File: config.mk
export PLATFORM = sky130hd
export DESIGN_NAME = time_display_driver
export DESIGN_NICKNAME = d
export VERILOG_FILES = /design/src/rtl/time_display_driver.sv
export SDC_FILE = /design/constraint.sdc
export NUM_CORES = 1
export LEC_CHECK = 0
export BUFFER_PORTS_ARGS = -buffer_cell sky130_fd_sc_hd__buf_2
export CAP_MARGIN = 20
export CELL_PAD_IN_SITES_DETAIL_PLACEMENT = 1
export CELL_PAD_IN_SITES_GLOBAL_PLACEMENT = 1
export CORE_UTILIZATION = 40
export CTS_CLUSTER_DIAMETER = 40
export DETAILED_ROUTE_END_ITERATION = 8
export PLACE_DENSITY = 0.72
export SETUP_SLACK_MARGIN = 0.02
export SYNTH_ARGS = -nofsm -noshare
export SYNTH_HDL_FRONTEND = slang
export SYNTH_SLANG_ARGS = --single-unit
File: constraint.sdc
create_clock -name clk -period 2.86 [get_ports clk]
set_input_delay 0.286 -clock clk [delete_from_list [all_inputs] [get_ports clk]]
set_output_delay 0.286 -clock clk [all_outputs]
set_load 0.005 [all_outputs]
File: src/rtl/time_display_driver.sv
// time_display_driver: six-digit multiplexed HH:MM:SS display with a per-frame BCD conversion FSM
module time_display_driver #(
  parameter int SCAN_DIV       = 50000,
  parameter int SEG_ACTIVE_LOW = 1
) (
  input  logic        clk,
  input  logic        rst,
  input  logic [23:0] timeBus,
  input  logic        blank,
  output logic [6:0]  seg,
  output logic        dp,
  output logic [5:0]  an,
  output logic        busy
);
  localparam int   PW   = $clog2(SCAN_DIV);
  localparam logic INV  = SEG_ACTIVE_LOW != 0;
  localparam logic [3:0] DASH = 4'hA;
  typedef enum logic [1:0] {IDLE, LOAD, CONV, DONE} state_t;
  state_t        state_q, state_d;
  logic [PW-1:0] presc_q;
  logic [2:0]    idx_q, cnt_q;
  logic          start_pend_q;
  logic [13:0]   sec_q, min_q, hr_q;
  logic [2:0]    bad_q;
  logic [3:0]    dig_q [6];
  logic [6:0]    seg_q;
  logic          dp_q;
  logic [5:0]    an_q;
  logic          tc, frame_start;
  logic [3:0]    cur;
  logic          unused_bits;
  // one shift-add-3 iteration on {tens, units, remaining binary}
  function automatic logic [13:0] dd_step(input logic [13:0] v);
    logic [13:0] t;
    t = {v[13:10] >= 4'd5 ? v[13:10] + 4'd3 : v[13:10],
         v[9:6]   >= 4'd5 ? v[9:6]   + 4'd3 : v[9:6], v[5:0]};
    return {t[12:0], 1'b0};
  endfunction
  function automatic logic [6:0] dec(input logic [3:0] d);
    case (d)
      4'd0: return 7'h3F;
      4'd1: return 7'h06;
      4'd2: return 7'h5B;
      4'd3: return 7'h4F;
      4'd4: return 7'h66;
      4'd5: return 7'h6D;
      4'd6: return 7'h7D;
      4'd7: return 7'h07;
      4'd8: return 7'h7F;
      4'd9: return 7'h6F;
      default: return 7'h40;
    endcase
  endfunction
  assign tc          = presc_q == PW'(SCAN_DIV - 1);
  assign frame_start = tc && idx_q == 3'd5;
  assign cur         = dig_q[idx_q];
  assign busy        = state_q != IDLE;
  assign seg         = seg_q;
  assign dp          = dp_q;
  assign an          = an_q;
  assign unused_bits = ^{timeBus[23:21], timeBus[15:14], timeBus[7:6]};
  always_comb begin
    state_d = state_q;
    unique case (state_q)
      IDLE: state_d = (frame_start || start_pend_q) ? LOAD : IDLE;
      LOAD: state_d = CONV;
      CONV: state_d = cnt_q == 3'd5 ? DONE : CONV;
      DONE: state_d = IDLE;
    endcase
  end
  always_ff @(posedge clk or posedge rst) begin
    if (rst) begin
      state_q      <= IDLE;
      presc_q      <= '0;
      idx_q        <= '0;
      cnt_q        <= '0;
      start_pend_q <= 1'b1;
      sec_q        <= '0;
      min_q        <= '0;
      hr_q         <= '0;
      bad_q        <= '0;
      dig_q        <= '{default: 4'd0};
      seg_q        <= {7{INV}};
      dp_q         <= INV;
      an_q         <= {6{INV}};
    end else begin
      state_q <= state_d;
      presc_q <= tc ? '0 : presc_q + 1'b1;
      if (tc) idx_q <= idx_q == 3'd5 ? 3'd0 : idx_q + 3'd1;
      if (state_q == LOAD) begin
        start_pend_q <= 1'b0;
        cnt_q        <= '0;
        sec_q        <= {8'd0, timeBus[5:0]};
        min_q        <= {8'd0, timeBus[13:8]};
        hr_q         <= {9'd0, timeBus[20:16]};
        bad_q        <= {timeBus[20:16] > 5'd23, timeBus[13:8] > 6'd59, timeBus[5:0] > 6'd59};
      end
      if (state_q == CONV) begin
        cnt_q <= cnt_q + 3'd1;
        sec_q <= dd_step(sec_q);
        min_q <= dd_step(min_q);
        hr_q  <= dd_step(hr_q);
      end
      if (state_q == DONE)
        dig_q <= '{bad_q[0] ? DASH : sec_q[9:6], bad_q[0] ? DASH : sec_q[13:10],
                   bad_q[1] ? DASH : min_q[9:6], bad_q[1] ? DASH : min_q[13:10],
                   bad_q[2] ? DASH : hr_q[9:6],  bad_q[2] ? DASH : hr_q[13:10]};
      seg_q <= (blank ? 7'd0 : dec(cur)) ^ {7{INV}};
      an_q  <= (blank ? 6'd0 : 6'd1 << idx_q) ^ {6{INV}};
      dp_q  <= (!blank && (idx_q == 3'd2 || idx_q == 3'd4)) ^ INV;
    end
  end
endmodule

# Word level (Yosys, flattened, before mapping)

Memories as Yosys holds them, arrays and structs flattened.
Cells that the tools add are included.

Flip-flop bits (word level): 108
Memory bits (read-only): 112
Bits of input ports: 27
Memories kept: 1

Add/subtract/negate cells: 9
$lt $le $gt $ge: 10
Equality and inequality tests: 8
Shifts and indexed selects: 1
Mux-type cells: 30
Bitwise logic cells: 4
Reduce and logical (&&, ||, !) cells: 8

Memory list:

| memory           | words | bits a word | read ports | clocked after memory_dff | write ports | line | text |
|---|---|---|---|---|---|---|---|
| (name not given) | 16    | 7           | 1          | 0                        | 0           | 40   | `case (d)` |

Operators by type and width:

| operator                                                              | count |
|---|---|
| 14-bit two-way mux                                                    | 6 |
| 4-bit two-way mux                                                     | 11 |
| 4-bit by 3-bit >= comparator with 1-bit output, second input constant | 6 |
| 3-bit two-way mux                                                     | 6 |
| 16-bit by 1-bit adder with 16-bit output, second input constant       | 1 |
| 16-bit == test, second input constant                                 | 1 |
| 16-bit two-way mux                                                    | 1 |
| 4-bit by 2-bit adder with 4-bit output, second input constant         | 3 |
| 4-bit binary-select mux with 3-bit select                             | 1 |
| 6-bit greater-than comparator, second input constant                  | 2 |
| 3-bit by 2-bit adder with 3-bit output, second input constant         | 3 |
| 3-bit == test, second input constant                                  | 3 |
| 2-bit one-hot mux with 4 select lines                                 | 1 |
| 7-bit two-way mux                                                     | 1 |
| 7-bit inverter                                                        | 1 |
| 3-bit by 1-bit adder with 3-bit output, second input constant         | 2 |
| 6-bit two-way mux                                                     | 1 |
| 6-bit inverter                                                        | 1 |
| 1-bit by 3-bit << shifter with 6-bit output, first input constant     | 1 |
| 5-bit greater-than comparator, second input constant                  | 1 |
| 2-bit == test, second input constant                                  | 2 |
| 4-bit >= comparator, second input constant                            | 1 |
| 3-bit inverter with 4-bit output                                      | 1 |
| 2-bit nonzero test                                                    | 2 |
| 8 further kinds                                                       | 11 |

# Depth between registers and ports, before layout

Gate-level depths: netlist of the first run.
An unclocked memory read counts as a cell.

Depth in word-level cells: 7
Depth in mapped cells: 10
Depth with buffers taken out: 8

# Worst setup path after synthesis of the first run

Ideal clock, no wire load.

Kind: reg-to-reg
Start: reg idx_q[0]
End: reg seg_q[0], in the netlist seg[0]
Setup time: 0.083 ns
Arrival time: 1.943 ns
Required time: 2.777 ns
Slack: 0.834 ns
Stages on the path, launching flop included: 10
Path buffers: 2
Clock period less this slack: 2.026 ns
Path through: dfrtp_1 -> buf_6 -> buf_12 -> mux2i_1 -> o22ai_1 -> o21bai_1 -> inv_1 -> ha_1 -> mux2_4 -> o32a_1

Word-level cells in the longest chain between the ends: 7

Ends and longest elaborated chain:

| item                                                   | line | text |
|---|---|---|
| from (decl)                                            | 21   | `logic [2:0] idx_q, cnt_q;` |
| from (signal assigned)                                 | 89   | `if (tc) idx_q <= idx_q == 3'd5 ? 3'd0 : idx_q + 3'd1;` |
| 3-bit inverter with 4-bit output (implied by the code) | 56   | `assign cur = dig_q[idx_q];` |
| 4-bit binary-select mux with 3-bit select              | 56   |  |
| 4-bit two-way mux (implied by the code) (2 in series)  | 56   |  |
| memory read 16 x 7 bit                                 | -    |  |
| 7-bit two-way mux                                      | 108  | `seg_q <= (blank ? 7'd0 : dec(cur)) ^ {7{INV}};` |
| 7-bit inverter (no source line)                        | -    |  |
| to (signal assigned)                                   | 83   | `seg_q <= {7{INV}};` |
| to (signal assigned)                                   | 108  |  |
| to (decl)                                              | 26   | `logic [6:0] seg_q;` |

No other way between the ends. The select of a mux whose other input is x is not followed.
A chain may end at the register's enable or synchronous reset.

# Worst setup path in the final report of the first run

Start: reg idx_q[0]
End: reg seg_q[3], in the netlist seg[3]

The elaborated chain is that of the path after synthesis.

==> results.cfg, run 1 <==
[outcome]
status = finished clean

[place]
numPortBuffers = 34
place_ws_ps = 384
dp_hpwl_um = 7880
place.gp.congestion = 0.793
place_area_sq_um = 5600

[synthesis]
synthAdderAreaFrac_pct = 6.21
synth.avg_cell_area_sq_um = 10.1
synth.area.top_cells = dfrtp_1, dfstp_2, ha_1, mux2i_1, inv_1
yosys.area.top_type = dfrtp_1
ys_ff_latch = 108
ys.warnings.count = 0
yosysTopAreaCellShare_pct = 44.4
ys_seq_area_share_pct = 51.9
syn_nets = 573
netlist_area_sq_um = 5240
synth-compound-area-share_pct = 12.4
yosysUniqueCellTypes = 42
synth_top_family_by_area = simple AND/OR/NAND/NOR gates
syn_inst = 520
synthSimpleGateAreaFrac_pct = 13.4
synth.area.mux_share_pct = 6.42
synthXorXnorAreaFrac_pct = 3.84

[sta]
fin_tns_setup_ps = 0
whs_ps = 45.9
fin_skew_ps = 9.27
fin_ws_ps = 350
fin_crit_sh_pct = 87.8
finalHoldViolations = 0
rsz0062_at_grt = false
min_period_ps = 2510
finalSetupViolCount = 0
maxSlewHeadroom_pct = 50.2
fmax_ghz = 0.398
slew_violations = 0
tightest_slew_ps = 747

[grt]
grt_pass1_vias = 3894
grt_max_degree = 58
grt_pass1_wl_um = 19100
antenna_found_initial = 0
grt_use_total_pct = 18.2
gr-total-overflow = 0

[cells_and_area]
final_cell_mix = dfrtp_1, inv_1, nor2_1
fillers = 1475
register_area_sq_um = 2720
multi_input_area_sq_um = 2220
fin_nets = 603
stdcell_area_sq_um = 5880
area_growth_pct = 12.1
final_common_cell = dfrtp_1
antenna_cells = 0
layout-drive-gt1-share_pct = 14.1

[route]
dr.pass1.iters = 4
wl_um = 11100
drt_iter0_drc = 212
via_per_inst = 5.16
post_drt_wl_per_cell_um = 15.2
drc = 0
vias = 3749
antenna_left = 0

[setup_path]
crit_chain = mux2i_1, o21bai_1, inv_1, ha_1, mux2_4, o32a_1
cpPeakStageDelay_ps = 730
critPathSlowestCell = dfrtp_1
required_ps = 3130
crit_path_start_kind = flop
path_max_fanout = 13
end_kind = flop
critical_path_class = reg -> reg
arrival_ps = 2780

[clock_network]
cts_resized = 0
cts_setup_buffers = 0
cts_tree = done
cts.sinks = 108
clock_path_buffers = 2
h-tree-depth = 3
clkTransAtPathRegs_ps = 70
cts_buffers = 9
ctsHoldBuffers = 0
root_buffer = clkbuf_16
clock_latency_ps = 350

[floorplanning]
initial_utilization_pct = 41.2
io_pins = 42
num_rows = 41
dieArea_sq_um = 13600
core_sq_um = 12700
fp.dieH_um = 116
die_w_um = 116

[worst_hold_path]
hold_class = in -> async

[power]
peakVddDrop_mv = 0.320
p_leak_nw = 2.54
power.density_nw_per_um2 = 473
power_mw = 2.78

[flow_run]
cap_violations = 0
layout make-up:
class,instances,area share (%)
Sequential cell,108,46.3
Multi-Input combinational cell,337,37.7
Clock buffer,14,4.49
Timing Repair Buffer,41,4.22
Tap cell,172,3.66
Inverter,53,3.45
Clock inverter,2,0.170
cells in the mapped netlist (all sizes together):
library cell	instances
nand4	4
a31oi	5
dfstp	15
and2	2
o22ai	29
o21ai	27
a21oi	39
ha	26
a21bo	1
or2	3
nand2	20
mux2i	31
a311o	1
o32ai	2
and4	2
nand2b	13
or3	1
inv	53
clkbuf	17
nor2	49
dfrtp	93
nor3	10
o21bai	3
mux2	2
xor2	10
o31ai	1
nand3b	1
and3	11
or4	1
nor2b	7
a21o	1
buf	5
xnor2	13
o32a	3
nor4	1
nand3	18
critical path, delay by kind of cell, from the launching register on:
kind	cells	cell delay [ps]
compound gates	2	830
flops	1	730
mux	2	480
fa+ha+maj	1	220
buf+inv	1	170
layer usage:
metal | GRT usage [%] | up-vias | routed length (um)
li1 | - | 1827 | -
met1 | 23.1 | 1869 | 5110
met2 | 31.1 | 47 | 5530
met3 | 5.03 | 6 | 339
met4 | 3.85 | 0 | 89
met5 | 0 | - | 0
path summary, 6_finish.rpt:
check	slack [ps]	endpoint	cells after the start	from
setup / recovery	350	seg[3]$_DFF_PP1_	6	idx_q[0]$_DFFE_PP0N_
hold / removal	50	presc_q[12]$_DFF_PP0_	2	rst
setup reg to reg	350	seg[3]$_DFF_PP1_	6	idx_q[0]$_DFFE_PP0N_
hold reg to reg	490	start_pend_q$_DFFE_PP1N_	1	start_pend_q$_DFFE_PP1N_
max in group asynchronous	2050	start_pend_q$_DFFE_PP1N_	3	rst
min in group clk	140	hr_q[0]$_DFFE_PP0P_	3	timeBus[16]
state kept, by name, indices dropped and copies added, names as in the netlist, 2 cells and up:
| signal | flops |
|---|---|
| presc_q | 16 |
| cnt_q | 3 |
| bad_q | 3 |
| hr_q | 14 |
| idx_q | 3 |
| seg | 7 |
| min_q | 14 |
| state_q | 2 |
| an | 6 |
| sec_q | 14 |
| dig_q | 24 |
power by group:
part | internal, mW | leakage, nW | switching [mW]
clock network | 0.637 | 0.137 | 0.533
registers | 1.54 | 1.34 | 0.00117
logic | 0.0245 | 1.06 | 0.0461
per-stage QoR:
stage | utilization [%] | instances
finish | 46.2 | 727
global route | 46.2 | 727
CTS | 46.2 | 727
detailed placement | 44.0 | 711
global placement | 44.0 | 711
floorplan | - | 520
cell families after synthesis:
logic type	after synthesis
xor+xnor	23
compound gates	112
buf+inv	75
simple gates	143
flops	108
fa+ha+maj	26
mux	33
(Power assumes the default switching activity.)
==> run 2: changes to the inputs <==
==> constraint.sdc (replaced) <==
create_clock -name clk -period 2.86 [get_ports clk]
set_input_delay 0.572 -clock clk [delete_from_list [all_inputs] [get_ports clk]]
set_output_delay 0.572 -clock clk [all_outputs]
set_load 0.005 [all_outputs]
==> run 2 against run 1 <==
- non-clock buffer count did not move
- combinational power barely moved
- cell area increased by 0.32%
- via count is 0.43% lower
- setup slack better by 19 ps
- global-route usage grew 0.30 points
- first-iteration DRC count decreased by 36%
- maximum frequency is 0.74% higher
- sequential share of layout area shrank 0.15 points
- clock power up 7%
- highest routed layer unchanged
==> results.cfg, run 2 (synthesis gave the netlist of run 1 again) <==
[floorplanning]
num_rows = 41
core_sq_um = 12700
dieArea_sq_um = 13600
io_pins = 42
fp.dieH_um = 116
initial_utilization_pct = 41.2
die_w_um = 116

[cells_and_area]
area_growth_pct = 12.5
layout-drive-gt1-share_pct = 14.6
final_common_cell = dfrtp_1
fin_nets = 603
final_cell_mix = dfrtp_1, inv_1, nor2_1
largest_register_ffs = 24
reg_top3 = dig_q (24), presc_q (16)
final_util_pct = 46.3
regMostFlops = dig_q
antenna_cells = 0

[grt]
grt_pass1_wl_um = 19200
antenna_found_initial = 0
grt_pass1_vias = 3916
grt_use_total_pct = 18.5
grt_max_degree = 54
gr-total-overflow = 0

[clock_network]
root_buffer = clkbuf_16
cts_tree = done
cts_buffers = 9
clock_path_buffers = 2
clkTransAtPathRegs_ps = 80
clock_latency_ps = 370
cts_resized = 0
cts.sinks = 108
h-tree-depth = 3
cts_setup_buffers = 0
ctsHoldBuffers = 0

[route]
via_per_inst = 5.13
vias = 3733
post_drt_wl_per_cell_um = 15.4
wl_um = 11200
drc = 0
drt_iter0_drc = 135
dr.pass1.iters = 4
antenna_left = 0

[sta]
rsz0062_at_grt = false
finalHoldViolations = 0
maxSlewHeadroom_pct = 49.9
min_period_ps = 2490
finalSetupViolCount = 0
fin_crit_sh_pct = 87.1
fmax_ghz = 0.401
fin_skew_ps = 11.8
fin_tns_setup_ps = 0
tightest_slew_ps = 751
slew_violations = 0

[power]
clkPwrFrac_pct = 43.7
switching_share_pct = 22.7
p_sw_mw = 0.647
combPwrFrac_pct = 2.5
power.density_nw_per_um2 = 484
p_int_mw = 2.21
p_seq_share_pct = 53.8
peakVddDrop_mv = 0.243
p_leak_nw = 2.55

[setup_path]
required_ps = 3150
rr_endpoint = seg[3]$_DFF_PP1_
crit_start = idx_q[0]$_DFFE_PP0N_
crit_path_start_kind = flop
reg2reg_from = idx_q[0]$_DFFE_PP0N_
ff2ff_path_depth = 6
critical_path_class = reg -> reg
r2r_slack_ps = 370
arrival_ps = 2780
path_max_fanout = 13
end_kind = flop

[worst_hold_path]
hold_class = in -> async

[place]
dp_hpwl_um = 7760
numPortBuffers = 34
place.gp.congestion = 0.777

[outcome]
status = finished clean

[flow_run]
cap_violations = 0
## run 2: cell types whose count changed in the layout (fill, tap and decap cells not counted)
cell      change
inv_6         +3
clkinv_4      +1
clkinv_2      -1
clkbuf_1      -3
## run 2: power groups by stage
stage	logic [mW]	registers (mW)	clock network, mW
after floorplan	0.0356	1.57	0
after global placement	0.0716	1.57	0
after detailed placement	0.0733	1.57	0
after CTS	0.0736	1.54	1.28
after global routing	0.0810	1.54	1.33
final	0.0705	1.54	1.25
## run 2: worst max path at each step
stage	cells past startpoint	slack, ps	end
floorplan	9	830	seg[0]$_DFF_PP1_
global placement	7	490	seg[3]$_DFF_PP1_
detailed placement	8	420	seg[0]$_DFF_PP1_
CTS	6	370	seg[0]$_DFF_PP1_
global route	6	180	seg[3]$_DFF_PP1_
finish	6	370	seg[3]$_DFF_PP1_
## run 2: metrics by stage
stage | hold WS (ps) | power (mW) | instance area (sq um) | instances | worst slack (ps)
finish | 273 | 2.86 | 5900 | 727 | 368
global route | 301 | 2.95 | 5900 | 727 | 181
CTS | 281 | 2.89 | 5900 | 727 | 371
detailed placement | 482 | 1.64 | 5600 | 711 | 422
global placement | 472 | 1.64 | 5600 | 711 | 487
floorplan | 460 | 1.60 | 5250 | 520 | 834
## run 2: layout make-up
cell class / count / area [sq um]
multi-input cells: 337 / 2220
inverters: 53 / 203
flip-flops and latches: 108 / 2720
repair buffers: 41 / 248
fillers: 1464 / 6830
clock inverters: 5 / 40.0
clock buffers: 11 / 253
well taps: 172 / 215
## run 2: layer usage
layer | vias up | share of wire (%) | track usage, %
li1 | 1835 | - | -
met5 | - | 0 | 0
met4 | 0 | 1.5 | 6.41
met1 | 1844 | 47 | 23.7
met3 | 11 | 2.6 | 4.57
met2 | 43 | 49 | 30.7
## run 2: critical path: stages (launching register included)
cell	delay, ps
dfrtp_1	720
mux2i_1	200
o21bai_1	520
inv_1	180
ha_1	230
mux2_4	270
o32a_1	290
==> run 3: changes to the inputs <==
--- a/config.mk
+++ b/config.mk
@@ -5,13 +5,14 @@
 export SDC_FILE = /design/constraint.sdc
 export NUM_CORES = 1
 export LEC_CHECK = 0
-export BUFFER_PORTS_ARGS = -buffer_cell sky130_fd_sc_hd__buf_2
+export BUFFER_PORTS_ARGS = -buffer_cell sky130_fd_sc_hd__buf_4
 export CAP_MARGIN = 20
 export CELL_PAD_IN_SITES_DETAIL_PLACEMENT = 1
 export CELL_PAD_IN_SITES_GLOBAL_PLACEMENT = 1
 export CORE_UTILIZATION = 40
 export CTS_CLUSTER_DIAMETER = 40
 export DETAILED_ROUTE_END_ITERATION = 8
+export GPL_TIMING_DRIVEN = 0
 export PLACE_DENSITY = 0.72
 export SETUP_SLACK_MARGIN = 0.02
 export SYNTH_ARGS = -nofsm -noshare
==> constraint.sdc (replaced) <==
create_clock -name clk -period 2.86 [get_ports clk]
set_input_delay 0.858 -clock clk [delete_from_list [all_inputs] [get_ports clk]]
set_output_delay 0.858 -clock clk [all_outputs]
set_load 0.005 [all_outputs]
==> run 3 against run 2 <==
- total power fell by 3.6%
- clock power fell by 9.6%
- via count is 3.8% higher
- critical path depth increased by 1
- cell area grew 2.3%
- global-route usage is 2.4 points higher
- critical path type unchanged
- sequential share of layout area shrank 1.0 points
- die area unchanged
- routed wire length up 11%
- largest power group unchanged
- first-iteration DRC count rose by 24%
- core utilization grew 1.1 points
==> results.cfg, run 3 (synthesis gave the netlist of run 1 again) <==
[setup_path]
ff2ff_path_depth = 7
cp_common_cell = clkbuf_1
rr_endpoint = min_q[6]$_DFFE_PP0P_
cpPeakStageDelay_ps = 510
path_max_fanout = 10
end_kind = flop
arrival_ps = 2720
critical_path_class = reg -> reg
crit_chain = inv_1, ha_1, clkbuf_1, clkbuf_1, clkbuf_1, nand3_1, o21ai_0
r2r_slack_ps = 410
required_ps = 3130
critPathSlowestCell = clkbuf_1
crit_path_start_kind = flop
reg2reg_from = state_q[0]$_DFF_PP0_

[floorplanning]
dieArea_sq_um = 13600
num_rows = 41
core_sq_um = 12700
fp.dieH_um = 116
io_pins = 42
die_w_um = 116
initial_utilization_pct = 41.2

[cells_and_area]
final_cell_mix = dfrtp_1, inv_1, nor2_1
area_growth_pct = 15.1
fillers = 1471
stdcell_area_sq_um = 6030
regMostFlops = dig_q
largest_register_ffs = 24
final_util_pct = 47.4
fin_nets = 621
antenna_cells = 0
final_common_cell = dfrtp_1
reg_top3 = dig_q (24), presc_q (16)
layout-drive-gt1-share_pct = 13.3

[clock_network]
clock_path_buffers = 2
cts.sinks = 108
clock_latency_ps = 360
root_buffer = clkbuf_16
cts_buffers = 9
cts_setup_buffers = 0
cts_tree = done
cts_resized = 0
ctsHoldBuffers = 0
h-tree-depth = 3
clkTransAtPathRegs_ps = 70

[sta]
slew_violations = 0
maxSlewHeadroom_pct = 56.5
fin_skew_ps = 6.70
rsz0062_at_grt = false
fin_tns_setup_ps = 0
finalSetupViolCount = 0
min_period_ps = 2450
tightest_slew_ps = 653
fin_crit_sh_pct = 85.6
fmax_ghz = 0.408
whs_ps = 469
finalHoldViolations = 0

[outcome]
status = finished clean

[route]
wl_um = 12500
drc = 0
via_per_inst = 5.20
vias = 3876
drt_iter0_drc = 168
dr.pass1.iters = 4
antenna_left = 0
post_drt_wl_per_cell_um = 16.8

[place]
numPortBuffers = 34
place.gp.congestion = 0.792
place_area_sq_um = 5780
dp_hpwl_um = 9300

[grt]
gr-total-overflow = 0
grt_use_total_pct = 21.0
grt_max_degree = 42
antenna_found_initial = 0
grt_pass1_vias = 4280
grt_pass1_wl_um = 21400

[power]
peakVddDrop_mv = 0.287
p_leak_nw = 2.60
power.density_nw_per_um2 = 456
power_mw = 2.75

[flow_run]
cap_violations = 0

[worst_hold_path]
hold_class = in -> async
-- run 3: cell count changes in the layout (fill, tap and decap cells not counted), sizes merged --
cell and delta:
buf +1, clkbuf +19, inv -3, clkinv +1
-- run 3: final cells by class --
cell class / count / area (sq um) / share of cell area [%]
buffer: 22 / 109 / 1.80
clock buffer: 13 / 240 / 3.98
clock inverter: 3 / 15.0 / 0.249
inverter: 53 / 203 / 3.36
multi-input combinational: 337 / 2210 / 36.7
sequential: 108 / 2720 / 45.1
tap: 172 / 215 / 3.57
timing repair buffer: 37 / 315 / 5.23
-- run 3: stage by stage --
| stage | cells | setup WS [ps] |
|---|---|---|
| 6_report | 745 | 411 |
| 5_1_grt | 745 | 271 |
| 4_1_cts | 745 | 431 |
| 3_5_place_dp | 729 | 442 |
| 3_3_place_gp | 726 | -34.7 |
| 2_1_floorplan | 520 | 713 |
-- run 3: worst max path at each step --
stage	from	end	slack, ps
floorplan	rst	bad_q[0]$_DFFE_PP0N_	710
global route	state_q[0]$_DFF_PP0_	hr_q[6]$_DFFE_PP0P_	270
global placement	rst	min_q[1]$_DFFE_PP0P_	-30
detailed placement	state_q[0]$_DFF_PP0_	min_q[4]$_DFFE_PP0P_	440
finish	state_q[0]$_DFF_PP0_	min_q[6]$_DFFE_PP0P_	410
CTS	state_q[0]$_DFF_PP0_	min_q[6]$_DFFE_PP0P_	430
-- run 3: where the power goes --
group	internal, mW	switching, mW	leakage (nW)	total [mW]
combinational	0.0392	0.0487	1.13	0.0879
sequential	1.54	0.00138	1.34	1.54
clock	0.588	0.540	0.127	1.13
total	2.16	0.590	2.60	2.75
-- run 3: critical path: cells and delay by family (launching register included) --
family | cells | cell delay, ps
simple gates | 1 | 140
buf+inv | 4 | 1400
fa+ha+maj | 1 | 310
compound gates | 1 | 130
flops | 1 | 380
-- run 3: routing by layer --
metal / GRT usage [%] / part of all wire [%]
met3: 4.62 / 2.7
met5: 0 / 0
met2: 37.4 / 52
met4: 6.84 / 1.7
met1: 25.0 / 44
